File: src/rtl/cpu_controller_if.sv
// ============================================================================
// Module      : cpu_controller_if
// Description : Control bundle between the multicycle controller and datapath.
// Revision    : 1.0 - initial release
// ============================================================================
`default_nettype none

interface cpu_controller_if #(
    parameter int SIZE = 16
);
    logic [SIZE-1:0] instr;
    logic [1:0]      flags1out;
    logic [2:0]      flags2out;
    logic            MemW1en;
    logic            MemW2en;
    logic            RFen;
    logic            PSRen;
    logic            PCen;
    logic            INSTRen;
    logic            Movm;
    logic            A1m;
    logic [1:0]      PCm;
    logic [1:0]      A2m;
    logic [1:0]      RWm;
    logic [3:0]      aluOp;
    logic [3:0]      state;

    modport master (
        input  instr, flags1out, flags2out,
        output MemW1en, MemW2en, RFen, PSRen, PCen, INSTRen,
               Movm, A1m, PCm, A2m, RWm, aluOp, state
    );

    modport slave (
        output instr, flags1out, flags2out,
        input  MemW1en, MemW2en, RFen, PSRen, PCen, INSTRen,
               Movm, A1m, PCm, A2m, RWm, aluOp, state
    );
endinterface

`default_nettype wire

File: src/rtl/cpu_controller.sv
// ============================================================================
// Module      : cpu_controller
// Description : Multicycle FSM for the CR16-subset datapath (Moore outputs).
// Revision    : 1.0 - initial release
// ============================================================================
`default_nettype none

module cpu_controller #(
    parameter int SIZE = 16
) (
    input  logic               clk,
    input  logic               reset,
    cpu_controller_if.master   bus
);
    localparam logic [3:0] FETCH  = 4'd0;
    localparam logic [3:0] DECODE = 4'd1;
    localparam logic [3:0] EXEC   = 4'd2;
    localparam logic [3:0] LDRD   = 4'd3;
    localparam logic [3:0] LDWB   = 4'd4;
    localparam logic [3:0] STORE  = 4'd5;
    localparam logic [3:0] JUMP   = 4'd6;
    localparam logic [3:0] BRANCH = 4'd7;

    localparam logic [3:0] ALU_ADD = 4'd0;
    localparam logic [3:0] ALU_SUB = 4'd1;
    localparam logic [3:0] ALU_AND = 4'd2;
    localparam logic [3:0] ALU_OR  = 4'd3;
    localparam logic [3:0] ALU_XOR = 4'd4;

    localparam logic [3:0] OP_ADD = 4'b0101;
    localparam logic [3:0] OP_SUB = 4'b1001;
    localparam logic [3:0] OP_CMP = 4'b1011;
    localparam logic [3:0] OP_AND = 4'b0001;
    localparam logic [3:0] OP_OR  = 4'b0010;
    localparam logic [3:0] OP_XOR = 4'b0011;
    localparam logic [3:0] OP_MOV = 4'b1101;
    localparam logic [3:0] OP_LUI = 4'b1111;
    localparam logic [3:0] EXT_JAL = 4'b1000;

    logic [3:0]      cur_state;
    logic [3:0]      next_state;
    logic [SIZE-1:0] instr_w;
    logic [15:0]     ir;
    logic            is_rtype;
    logic [3:0]      op_code;
    logic [1:0]      a2_sel;
    logic            cond_true;
    logic            flag_c, flag_l, flag_f, flag_z, flag_n;
    logic            unused_bits;

    assign instr_w     = bus.instr;
    assign ir          = instr_w[15:0];
    assign unused_bits = ^ir[3:0];

    // R-type carries its operation in the ext field; immediates reuse the opcode
    assign is_rtype = (ir[15:12] == 4'b0000);
    assign op_code  = is_rtype ? ir[7:4] : ir[15:12];
    assign a2_sel   = is_rtype ? 2'd0 : 2'd2;

    assign flag_c = bus.flags1out[1];
    assign flag_l = bus.flags1out[0];
    assign flag_f = bus.flags2out[2];
    assign flag_z = bus.flags2out[1];
    assign flag_n = bus.flags2out[0];

    always_comb begin
        cond_true = 1'b0;
        case (ir[11:8])
            4'b0000: cond_true = flag_z;
            4'b0001: cond_true = ~flag_z;
            4'b0010: cond_true = flag_c;
            4'b0011: cond_true = ~flag_c;
            4'b0100: cond_true = flag_l;
            4'b0101: cond_true = ~flag_l;
            4'b0110: cond_true = flag_n;
            4'b0111: cond_true = ~flag_n;
            4'b1010: cond_true = flag_f;
            4'b1011: cond_true = ~flag_f;
            4'b1110: cond_true = 1'b1;
            default: cond_true = 1'b0;
        endcase
    end

    always_ff @(posedge clk) begin
        if (reset) begin
            cur_state <= FETCH;
        end else begin
            cur_state <= next_state;
        end
    end

    always_comb begin
        next_state = FETCH;
        case (cur_state)
            FETCH:  next_state = DECODE;
            DECODE: begin
                case (ir[15:12])
                    4'b0000, OP_ADD, OP_SUB, OP_CMP, OP_AND,
                    OP_OR, OP_XOR, OP_MOV, OP_LUI: next_state = EXEC;
                    4'b0100: begin
                        case (ir[7:4])
                            4'b0000:          next_state = LDRD;
                            4'b0100:          next_state = STORE;
                            4'b1000, 4'b1100: next_state = JUMP;
                            default:          next_state = FETCH;
                        endcase
                    end
                    4'b1100: next_state = BRANCH;
                    default: next_state = FETCH;
                endcase
            end
            LDRD:    next_state = LDWB;
            default: next_state = FETCH;
        endcase
    end

    assign bus.state   = cur_state;
    assign bus.MemW1en = 1'b0;

    // Outputs are held at zero during reset so an abandoned op cannot commit
    always_comb begin
        bus.MemW2en = 1'b0;
        bus.RFen    = 1'b0;
        bus.PSRen   = 1'b0;
        bus.PCen    = 1'b0;
        bus.INSTRen = 1'b0;
        bus.Movm    = 1'b0;
        bus.A1m     = 1'b0;
        bus.PCm     = 2'd0;
        bus.A2m     = 2'd0;
        bus.RWm     = 2'd0;
        bus.aluOp   = ALU_ADD;
        if (!reset) begin
            case (cur_state)
                DECODE: begin
                    bus.INSTRen = 1'b1;
                    bus.PCen    = 1'b1;
                end
                EXEC: begin
                    case (op_code)
                        OP_ADD, OP_SUB, OP_CMP, OP_AND, OP_OR, OP_XOR: begin
                            bus.A2m  = a2_sel;
                            bus.Movm = 1'b1;
                            bus.RWm  = 2'd2;
                            bus.RFen = (op_code != OP_CMP);
                            bus.PSRen = (op_code == OP_ADD) || (op_code == OP_SUB) ||
                                        (op_code == OP_CMP);
                            case (op_code)
                                OP_SUB, OP_CMP: bus.aluOp = ALU_SUB;
                                OP_AND:         bus.aluOp = ALU_AND;
                                OP_OR:          bus.aluOp = ALU_OR;
                                OP_XOR:         bus.aluOp = ALU_XOR;
                                default:        bus.aluOp = ALU_ADD;
                            endcase
                        end
                        OP_MOV: begin
                            bus.A2m  = a2_sel;
                            bus.RWm  = 2'd2;
                            bus.RFen = 1'b1;
                        end
                        OP_LUI: begin
                            if (!is_rtype) begin
                                bus.A2m  = 2'd2;
                                bus.RWm  = 2'd3;
                                bus.RFen = 1'b1;
                            end
                        end
                        default: ;
                    endcase
                end
                LDWB: begin
                    bus.RFen = 1'b1;
                end
                STORE: begin
                    bus.MemW2en = 1'b1;
                end
                JUMP: begin
                    // JAL links PC+1 while PC loads the register's old value
                    if (ir[7:4] == EXT_JAL) begin
                        bus.RFen = 1'b1;
                        bus.RWm  = 2'd1;
                        bus.PCen = 1'b1;
                        bus.PCm  = 2'd1;
                    end else if (cond_true) begin
                        bus.PCen = 1'b1;
                        bus.PCm  = 2'd1;
                    end
                end
                BRANCH: begin
                    bus.A1m  = 1'b1;
                    bus.A2m  = 2'd2;
                    bus.PCm  = 2'd2;
                    bus.PCen = cond_true;
                end
                default: ;
            endcase
        end
    end
endmodule

`default_nettype wire

File: src/flat_wrapper.sv
// flat-port wrapper written by rule: the top's interface ports become plain ports
module cpu_controller_flat 
#(
    parameter int SIZE = 16
)
  (clk, reset, bus_instr, bus_flags1out, bus_flags2out, bus_MemW1en, bus_MemW2en, bus_RFen, bus_PSRen, bus_PCen, bus_INSTRen, bus_Movm, bus_A1m, bus_PCm, bus_A2m, bus_RWm, bus_aluOp, bus_state);
  cpu_controller_if #(.SIZE(SIZE)) bus_i ();
  input  logic clk;
  input  logic reset;
  input wire logic [$bits(bus_i.instr)-1:0] bus_instr;
  input wire logic [$bits(bus_i.flags1out)-1:0] bus_flags1out;
  input wire logic [$bits(bus_i.flags2out)-1:0] bus_flags2out;
  output wire logic [$bits(bus_i.MemW1en)-1:0] bus_MemW1en;
  output wire logic [$bits(bus_i.MemW2en)-1:0] bus_MemW2en;
  output wire logic [$bits(bus_i.RFen)-1:0] bus_RFen;
  output wire logic [$bits(bus_i.PSRen)-1:0] bus_PSRen;
  output wire logic [$bits(bus_i.PCen)-1:0] bus_PCen;
  output wire logic [$bits(bus_i.INSTRen)-1:0] bus_INSTRen;
  output wire logic [$bits(bus_i.Movm)-1:0] bus_Movm;
  output wire logic [$bits(bus_i.A1m)-1:0] bus_A1m;
  output wire logic [$bits(bus_i.PCm)-1:0] bus_PCm;
  output wire logic [$bits(bus_i.A2m)-1:0] bus_A2m;
  output wire logic [$bits(bus_i.RWm)-1:0] bus_RWm;
  output wire logic [$bits(bus_i.aluOp)-1:0] bus_aluOp;
  output wire logic [$bits(bus_i.state)-1:0] bus_state;
  assign bus_i.instr = bus_instr;
  assign bus_i.flags1out = bus_flags1out;
  assign bus_i.flags2out = bus_flags2out;
  assign bus_MemW1en = bus_i.MemW1en;
  assign bus_MemW2en = bus_i.MemW2en;
  assign bus_RFen = bus_i.RFen;
  assign bus_PSRen = bus_i.PSRen;
  assign bus_PCen = bus_i.PCen;
  assign bus_INSTRen = bus_i.INSTRen;
  assign bus_Movm = bus_i.Movm;
  assign bus_A1m = bus_i.A1m;
  assign bus_PCm = bus_i.PCm;
  assign bus_A2m = bus_i.A2m;
  assign bus_RWm = bus_i.RWm;
  assign bus_aluOp = bus_i.aluOp;
  assign bus_state = bus_i.state;
  cpu_controller #(.SIZE(SIZE)) u_core (.clk(clk), .reset(reset), .bus(bus_i));
endmodule
File: config.mk
export PLATFORM = sky130hd
export DESIGN_NAME = cpu_controller_flat
export DESIGN_NICKNAME = d
export VERILOG_FILES = /design/src/rtl/cpu_controller_if.sv /design/src/rtl/cpu_controller.sv /design/src/flat_wrapper.sv
export SDC_FILE = /design/constraint.sdc
export NUM_CORES = 1
export LEC_CHECK = 0
export ABC_AREA = 1
export CAP_MARGIN = 20
export CORE_ASPECT_RATIO = 0.8
export CORE_MARGIN = 1.5
export CORE_UTILIZATION = 34
export CTS_CLUSTER_SIZE = 8
export DETAILED_ROUTE_END_ITERATION = 16
export MAX_ROUTING_LAYER = met4
export PLACE_DENSITY = 0.85
export SLEW_MARGIN = 20
export SYNTH_ARGS = -nofsm -noshare
export SYNTH_HDL_FRONTEND = slang
export SYNTH_SLANG_ARGS = --single-unit
File: constraint.sdc
create_clock -name clk -period 1.95 [get_ports clk]
set_clock_uncertainty 0.15 [all_clocks]
set_input_delay 0.2925 -clock clk [delete_from_list [all_inputs] [get_ports clk]]
set_output_delay 0.2925 -clock clk [all_outputs]
set_load 0.005 [all_outputs]
==> run summary, run 1 <==
Status = stopped before the end
Halt Stage = global routing
Stop Error = [ERROR GRT-0232] Routing congestion too high. Check the congestion heatmap in the GUI.
GR Util All Layers = 56.2%
Synth cell types = 26
Synth Warn # = 0
# clock sinks = 3
Cell taking the most area after synthesis = nand2_1
Synth top cells by count = nand2_1, nor2_1, inv_1, a21oi_1, nand3_1
Syn Area/Cell = 5.44 um^2
Post-placement cell count = 203
Hpwl dp = 1990 um
Yosys top cell area share = 12.9%
CTS Buffer Depth = 2
Area after DPL = 1220 um^2
# H-tree levels = 1
Seq/Total Area, Yosys = 9.36%
Width of the die = 51.6 um
Initial Util = 37.9%
GRT overflow = 9
CTS buffer count = 3
# hold bufs at CTS = 0
Syn Inst Count = 118
Worst ep type = top-level output
Most used DFF post-synth = dfxtp_1
Clk Tree Root Cell = clkbuf_4
Mapped Area = 642 um^2
Cell Rows = 13
I/O Pins = 45
Largest net degree at the start of global routing = 8
# port buffers = 36
Post-synthesis async set-or-reset flop share = 0%
Number of synthesized flops with an enable pin = 0
Gpl congestion = 0.867
Worst_ep grt = bus_A2m[1]
DIE HEIGHT = 41.9 um
Top-count cell post-synth = nand2_1
Yosys reg bits = 3
Synth area leaders = nand2_1, nor2_1, dfxtp_1, inv_1, nand3_2
==> per-layer routing <==
layer	overflow	GRT usage [%]
met5	-	-
met4	4	66.8
met3	0	24.1
met2	5	74.6
met1	0	55.7
==> logic make-up after synthesis <==
family | Yosys count | synth area share (%)
and+or+nand+nor | 69 | 53.0
AOI/OAI and AO/OA | 21 | 19.7
buffers and inverters | 23 | 15.8
other | 1 | 0.584
muxes | 1 | 1.56
DFF | 3 | 9.36
==> through the flow <==
stage / util [%] / setup slack [ps]
after floorplan: - / 302
after global placement: 72.4 / -698
after detailed placement: 72.4 / -766
after CTS: 86.8 / -100
==> what timing repair did <==
| item | in CTS |
|---|---|
| buffers inserted | 21 |
| pin swaps | 27 |
| endpoints found under the setup margin | 16 |
| resized for setup | 119 |
==> run 2, diff against run 1 <==
CORE_AREA = 2 2 63 65   (was unset)
CORE_ASPECT_RATIO = unset   (was 0.8)
CORE_MARGIN = unset   (was 1.5)
CORE_UTILIZATION = unset   (was 34)
CTS_CLUSTER_SIZE = unset   (was 8)
DIE_AREA = 0 0 65 67   (was unset)
MAX_ROUTING_LAYER = unset   (was met4)
PLACE_DENSITY = unset   (was 0.85)
PLACE_DENSITY_LB_ADDON = 0.15   (was unset)
==> run summary, run 2 <==
Cell taking the most area after synthesis = nand2_1
Fmax = 0.501 GHz
Initial antenna violation count = 0
Critical path fanouts, max = 7
Final WS setup = -45.0 ps
# port buffers = 36
Seq/Total Area, Yosys = 9.36%
Worst setup SP type = input pin
Vias in the first global route = 1099
Post-layout min period = 1990 ps
Worst-path clk slew = 30 ps
Total die area = 4360 um^2
Maximum VDD drop = 0.256 mV
Core area = 3610 um^2
Hold Vio Cnt, Final = 0
Mapped Area = 642 um^2
Pleak = 0.805 nW
Yosys reg bits = 3
Total Routed Length = 2900 um
Crit path arrival time = 1550 ps
Cell Rows = 22
Number of routed nets with antenna violations = 0
GR Util All Layers = 13.1%
Synth area leaders = nand2_1, nor2_1, dfxtp_1, inv_1, nand3_2
Power Density = 331 nW/um^2
First-pass GRT wire length = 4620 um
Final period util = 102%
Nets = 234
Number of remaining DRC errors = 0
Final setup violation count = 3
Layout cells sized above 1 = 60.0%
Largest net degree at the start of global routing = 8
# clock sinks = 3
Highest routed layer = met4
Min Hold Slack = 349 ps
WL met1 = 1220 um
Clk Tree Root Cell = clkbuf_8
Avg WL per Cell = 11.2 um
Unrepaired setup endpoints after global routing = true
Worst-skew pair later-pin latency = 220 ps
Synth Warn # = 0
Crit Path Category = input pin to output port
Status = finished with violations
Commonest cells after routing, fill and taps aside = buf_4, inv_1, nand2_1
Hpwl dp = 1960 um
Width of the die = 65 um
Most used DFF post-synth = dfxtp_1
Multi-input combinational cell area = 681 um^2
Synth cell types = 26
Top-count cell post-synth = nand2_1
Initial Util = 17.8%
Vias per cell = 4.34
Routed wl met3 = 165 um
DIE HEIGHT = 67 um
CTS tree = done
# H-tree levels = 1
TritonRoute pass-1 iters = 4
Critical path's slowest cell = nand2_4
CP max stage delay = 160 ps
Gpl congestion = 0.814
Antenna cells = 0
Failing checks = setup timing
Area Growth Syn to Fin = 152%
Via count = 1120
CTS Buffer Depth = 2
Final cell utilization of the core = 44.9%
Critical path cell sequence = buf_6, nor2_4, buf_6, nand3_2, nand2_4, nor2_4, nand2_2, nand3_4, nand2_2, nand2_1, nand2_1, a21oi_2, buf_2
Iteration-0 DRC Markers = 23
Critical Path End Type = output port
Commonest non-fill, non-tap cell in the layout = buf_4
CTS buffer count = 3
Syn Area/Cell = 5.44 um^2
Synth top cells by count = nand2_1, nor2_1, inv_1, a21oi_1, nand3_1
Max FFs per register = 3
HP Class = input pin to flip-flop
Post-synthesis async set-or-reset flop share = 0%
WP data required = 1510 ps
Met2 WL = 1490 um
Fin. max-slew vios = 0
Number of synthesized flops with an enable pin = 0
GRT overflow = 0
Filler cells = 380
Syn Inst Count = 118
Max-Cap Viols = 0
Storage cell area = 61.3 um^2
Yosys top cell area share = 12.9%
I/O Pins = 45
[run 2: power by group]
part / leakage (nW) / switching [mW] / internal [mW] / total, mW
logic: 0.757 / 0.135 / 0.147 / 0.282
registers: 0.0251 / 0.00333 / 0.0664 / 0.0697
clock network: 0.0228 / 0.0442 / 0.140 / 0.184
total: 0.805 / 0.183 / 0.353 / 0.536
[run 2: worst paths after layout]
| path | startpoint | endpoint | slack [ps] | cells past startpoint |
|---|---|---|---|---|
| worst min-delay path | bus_instr[5] | u_core.bus.state[0] | 350 | 4 |
| worst min register to register | u_core.bus.state[1] | u_core.bus.state[0] | 400 | 2 |
| worst max-delay path | bus_instr[14] | bus_RFen | -40 | 13 |
| worst max register to register | u_core.bus.state[2] | u_core.bus.state[1] | 700 | 6 |
[run 2: final cells by class]
cell class	count	share of cell area [%]
Timing Repair Buffer	90	43.6
Multi-Input combinational cell	95	42.0
Inverter	18	4.17
Sequential cell	3	3.78
Tap cell	48	3.71
Clock buffer	4	2.78
[run 2: per-layer routing]
layer	track usage [%]	up-vias
li1	-	567
met1	15.5	509
met4	3.99	0
met3	2.03	4
met5	0	-
met2	24.2	40
[run 2: cell families after synthesis]
logic type      synth area share, %
buf+inv                        15.8
flops                          9.36
other cells                   0.584
compound gates                 19.7
simple gates                   53.0
mux                            1.56
[run 2: metrics by stage]
step	TNS, ps	total power [mW]	worst slack (ps)	area [um^2]	instances
2_1_floorplan	0	0.160	302	653	121
3_3_place_gp	-8440	0.281	-728	1290	233
5_1_grt	-547	0.569	-160	1620	258
6_report	-89.0	0.536	-45.0	1620	258
3_5_place_dp	-8500	0.281	-759	1290	233
4_1_cts	-57.4	0.511	-25.6	1520	253
[run 2: worst max-delay path: cells and delay by family]
family / cells / cell delay (ps)
AOI/OAI and AO/OA: 1 / 50
buffers and inverters: 3 / 370
and+or+nand+nor: 9 / 830
[run 2: what timing repair did]
| item | 4_1_cts | 5_1_grt |
|---|---|---|
| hold buffers | 0 | 0 |
| setup buffers | 16 | 5 |
| hold endpoints to repair | 0 | 0 |
| gates resized for setup | 117 | 31 |
| pin swaps | 26 | 28 |
| endpoints found under the setup margin | 15 | 12 |
(Power assumes the default switching activity.)
==> run 3, diff against run 2 <==
CAP_MARGIN = unset   (was 20)
==> results of run 3 <==
Same layout as run 2: the final DEF is identical, and so are final timing and power.
